[config.mk]
export PLATFORM = sky130hd
export DESIGN_NAME = pipelined_addsub_nb
export DESIGN_NICKNAME = d
export VERILOG_FILES = /design/src/rtl/pipelined_addsub_nb.sv
export SDC_FILE = /design/constraint.sdc
export NUM_CORES = 1
export LEC_CHECK = 0
export ABC_CLOCK_PERIOD_IN_PS = 10680
export CORE_UTILIZATION = 61
export CTS_CLUSTER_SIZE = 16
export DETAILED_ROUTE_END_ITERATION = 8
export GPL_ROUTABILITY_DRIVEN = 0
export PLACE_DENSITY = 0.85
export REMOVE_ABC_BUFFERS = 1
export SLEW_MARGIN = 30
export SYNTH_ARGS = -nofsm -noshare
export SYNTH_HDL_FRONTEND = slang
export SYNTH_SLANG_ARGS = --single-unit
[constraint.sdc]
create_clock -name clk -period 10.68 [get_ports clk]
set_clock_uncertainty 0.05 [all_clocks]
set_input_delay 2.136 -clock clk [delete_from_list [all_inputs] [get_ports clk]]
set_output_delay 2.136 -clock clk [all_outputs]
set_load 0.01 [all_outputs]
[src/rtl/pipelined_addsub_nb.sv]
// Pipelined N-bit adder/subtractor with NZCV flags and valid/ready flow control.
// Operands are registered on acceptance, then the carry chain is resolved in STAGES segments.
module pipelined_addsub_nb #(
   parameter int N      = 32,
   parameter int STAGES = 4
) (
   input  logic         clk,
   input  logic         reset,
   input  logic         in_valid,
   output logic         in_ready,
   input  logic [1:0]   op,
   input  logic [N-1:0] a,
   input  logic [N-1:0] b,
   input  logic         cin,
   output logic         out_valid,
   input  logic         out_ready,
   output logic [N-1:0] result,
   output logic [3:0]   flags
);

   localparam int W = N / STAGES;

   // NZCV from a complete result, the carry out of the MSB and the carry into the MSB.
   function automatic logic [3:0] nzcv_f(input logic [N-1:0] res, input logic c_out,
                                         input logic c_msb);
      nzcv_f = {res[N-1], (res == {N{1'b0}}), c_out, c_out ^ c_msb};
   endfunction

   // Rank i holds the operands and partial sum waiting for segment i.
   logic         v_r   [STAGES];
   logic [N-1:0] a_r   [STAGES];
   logic [N-1:0] b_r   [STAGES];
   logic [N-1:0] sum_r [STAGES];
   logic         c_r   [STAGES];

   logic         out_valid_r;
   logic [N-1:0] result_r;
   logic [3:0]   flags_r;

   logic         en_s;
   logic [N-1:0] b_eff_s;
   logic         cin_eff_s;
   logic [W:0]   seg_s    [STAGES];
   logic [N-1:0] sum_nx_s [STAGES];
   logic         carry_s  [STAGES];
   logic         c_msb_s;

   assign en_s      = !out_valid_r || out_ready;
   assign in_ready  = en_s && !reset;
   assign out_valid = out_valid_r;
   assign result    = result_r;
   assign flags     = flags_r;

   // Operation decode: subtraction inverts b, carry-in chosen by op.
   always_comb begin
      b_eff_s   = b;
      cin_eff_s = 1'b0;
      case (op)
         2'b00: begin
            b_eff_s   = b;
            cin_eff_s = 1'b0;
         end
         2'b01: begin
            b_eff_s   = b;
            cin_eff_s = cin;
         end
         2'b10: begin
            b_eff_s   = ~b;
            cin_eff_s = 1'b1;
         end
         2'b11: begin
            b_eff_s   = ~b;
            cin_eff_s = cin;
         end
         default: begin
            b_eff_s   = b;
            cin_eff_s = 1'b0;
         end
      endcase
   end

   // Segment adders: segment i fills bits [i*W +: W] of the partial sum.
   always_comb begin
      for (int i = 0; i < STAGES; i++) begin
         seg_s[i]    = {1'b0, a_r[i][i*W +: W]} + {1'b0, b_r[i][i*W +: W]}
                     + {{W{1'b0}}, c_r[i]};
         sum_nx_s[i] = sum_r[i];
         sum_nx_s[i][i*W +: W] = seg_s[i][W-1:0];
         carry_s[i]  = seg_s[i][W];
      end
   end

   // Carry into the MSB recovered from the MSB sum bit and its operand bits.
   assign c_msb_s = sum_nx_s[STAGES-1][N-1] ^ a_r[STAGES-1][N-1] ^ b_r[STAGES-1][N-1];

   // Pipeline ranks and output register; everything shifts together when en_s is high.
   always_ff @(posedge clk) begin
      if (reset) begin
         for (int i = 0; i < STAGES; i++) begin
            v_r[i]   <= 1'b0;
            a_r[i]   <= {N{1'b0}};
            b_r[i]   <= {N{1'b0}};
            sum_r[i] <= {N{1'b0}};
            c_r[i]   <= 1'b0;
         end
         out_valid_r <= 1'b0;
         result_r    <= {N{1'b0}};
         flags_r     <= 4'b0000;
      end else if (en_s) begin
         v_r[0]   <= in_valid;
         sum_r[0] <= {N{1'b0}};
         if (in_valid) begin
            a_r[0] <= a;
            b_r[0] <= b_eff_s;
            c_r[0] <= cin_eff_s;
         end else begin
            a_r[0] <= a_r[0];
            b_r[0] <= b_r[0];
            c_r[0] <= c_r[0];
         end
         for (int i = 1; i < STAGES; i++) begin
            v_r[i]   <= v_r[i-1];
            a_r[i]   <= a_r[i-1];
            b_r[i]   <= b_r[i-1];
            sum_r[i] <= sum_nx_s[i-1];
            c_r[i]   <= carry_s[i-1];
         end
         out_valid_r <= v_r[STAGES-1];
         // Bubbles leave the last result in place so idle outputs never show garbage.
         if (v_r[STAGES-1]) begin
            result_r <= sum_nx_s[STAGES-1];
            flags_r  <= nzcv_f(sum_nx_s[STAGES-1], carry_s[STAGES-1], c_msb_s);
         end else begin
            result_r <= result_r;
            flags_r  <= flags_r;
         end
      end else begin
         out_valid_r <= out_valid_r;
         result_r    <= result_r;
         flags_r     <= flags_r;
      end
   end

endmodule

==> results.cfg <==
[run_status]
status = finished, final reports clean

[yosys]
seq_area_frac_synth_pct = 67.6
async_flop_share_pct = 0
synth.yosys.warnings = 0
syn_inst = 824
yosys-top-cells-area = edfxtp_1, and2_1, dfxtp_1
syn_area_per_cell_sq_um = 12.9
yosys.area.top_type_share_pct = 60.8
synth-edff-count = 216
ys_seq_elements = 252
synth_cell_type_count = 37
synth_common_cells = edfxtp_1, and2_1, nor2_1, nand2_1, xnor2_1
syn-cell-area_sq_mm = 0.0107
ys.flop_type = edfxtp_1
synth_top_cell_by_area = edfxtp_1
synth_most_common_cell = edfxtp_1

[setup_path]
start_kind = input port
timing.rr.start = out_valid
ff2ff_path_depth = 7
r2r_end = b_r[0][9]
worst_ep_arrival_time_ns = 4.77
r2r_slack_ns = 7.44
required_ns = 8.49
end_kind = output port
worstPathMaxFanout = 57
crit_type = in -> out

[min_path]
hold_path_depth = 2
min_to = result[21]
min_from = result[21]
hold_path_class = reg -> reg

[floorplanning]
die_area_sq_mm = 0.0180
fp.dieH_um = 134
fp-row-count = 47
io_pins = 109
coreArea_sq_mm = 0.0168
die_w_um = 134
start_util_pct = 63.4

[timing]
tightest_slew_ns = 0.849
setup_viol = 0
slew_headroom_pct = 43.4
fmax_ghz = 0.144
layout_worst_path_cycle_share_pct = 65.1
drv_slew = 0
period_needed_ns = 6.96
rsz0062_at_grt = no
setup_tns_ns = 0
hold_viol = 0
hold_ws_ns = 0.403

[clocking]
clockRootBuffer = clkbuf_16
post_cts_buffers = 0
cts.clk_slew.worst_paths_ns = 0.06
cts_buffer_depth = 3
ctsResizeCount = 0
cts.sinks = 252
cts_hold_buffers = 0
clock_latency_ns = 0.51
cts_tree = built
numCtsBuffers = 25
htree_num_levels = 1

[drt]
num_vias = 6060
drt_iter0_drc = 400
ant_nets = 0
drt_first_pass_iters = 4
viasPerCell = 5.21
route.final.wire_length_um = 16900
drc = 0
avgRoutedWirePerCell_um = 14.5

[global_routing]
grt.overflow.total = 0
grt_max_degree = 139
grt_util_all_layers_pct = 19.9
grt_pass1_wl_um = 28100
antenna_found_initial = 0
first_global_vias = 5989

[placement]
hpwl_um = 10500
port_buffers = 108

[power_and_ir_drop]
leakagePower_nw = 4.99
p_per_area_mw_per_mm2 = 169
irDropWorstVdd_mv = 0.124

[cells_and_area]
synthToLayoutAreaGrowth_pct = 19.4
fill_cells = 1094
nets = 1032
drive_above_1_share_pct = 5.73
antennaDiodeCount = 0

[run]
cap_violations = 0
sequential cells by signal, summed over array words and instances (netlist names):
| signal | flops |
|---|---|
| c_r | 4 |
| out_valid | 1 |
| flags | 3 |
| b_r | 80 |
| sum_r | 48 |
| v_r | 4 |
| a_r | 80 |
| result | 32 |
placed cells by master (no fill, tap or decap), types with 4 or more instances in the layout:
cell type        count
nor2_1              70
dfxtp_1             36
nand3_1              4
clkbuf_16           25
xnor2_1             51
nor3_1              12
and2_1             158
ha_1                28
nand2_1             62
a21o_1               4
fa_1                 8
or3_1                4
o21ai_0             13
nand2b_1             7
nor2b_1              9
clkbuf_1             7
a21oi_1             44
clkdlybuf4s50_1    107
buf_4                5
edfxtp_1           216
inv_1               23
nor4_1               5
clkinv_2             6
worst max-delay path by stage:
stage	startpoint	endpoint	slack, ns	depth (start not counted)
2_1_floorplan	out_ready	in_ready	3.67	3
3_3_place_gp	reset	in_ready	3.78	6
3_5_place_dp	reset	in_ready	3.75	6
4_1_cts	reset	in_ready	3.72	6
5_1_grt	reset	in_ready	3.56	6
6_report	reset	in_ready	3.72	6
final cells by class:
cell class / instances / area [sq um] / share of cell area, %
clock buffer: 34 / 679 / 5.34
inverter: 24 / 91.3 / 0.717
tap: 220 / 275 / 2.16
timing repair buffer: 114 / 1140 / 8.95
sequential: 252 / 7210 / 56.6
clock inverter: 11 / 116 / 0.914
multi-input combinational: 508 / 3220 / 25.3
cell families (layout without fill, tap and decap cells):
group,after synthesis,after routing,synth area share (%)
DFF,252,252,67.6
and+or+nand+nor,344,344,16.9
adders and majority gates,36,36,4.79
muxes,1,1,0.0939
AOI/OAI and AO/OA,73,73,3.85
xor gates and xnor gates,54,54,4.44
buffers and inverters,64,183,2.31
critical path, cell delays in order:
cell             delay (ns)
clkdlybuf4s50_1        0.46
buf_4                  0.37
nand2b_2               0.20
buf_4                  0.51
clkinv_2               0.44
clkdlybuf4s50_1        0.59
per-stage QoR:
stage                     instance area [sq um]  utilization, %  setup WS, ns  total power [mW]  cells
after CTS                                 12700            75.7          3.72              2.16   1163
final                                     12700            75.7          3.72              2.15   1163
after global placement                    11900            70.8          3.78              1.31   1117
after detailed placement                  11900            70.9          3.75              1.32   1118
after floorplan                           10500               -          3.67              1.26    784
after global routing                      12700            75.7          3.56              2.22   1163
layer usage:
layer | global-route usage, % | up-vias | share of wire, %
met5 | 0 | - | 0
met4 | 7.12 | 0 | 3.1
met3 | 3.17 | 39 | 4.0
met2 | 36.8 | 147 | 54
met1 | 23.2 | 2862 | 39
li1 | - | 3012 | -
report_power, final:
| group | switching, mW | internal, mW | total, mW |
|---|---|---|---|
| Combinational | 0.0754 | 0.0781 | 0.153 |
| Clock | 0.349 | 0.496 | 0.845 |
| Sequential | 0.0167 | 1.13 | 1.15 |
No activity file was read; power rests on OpenSTA's default activity.
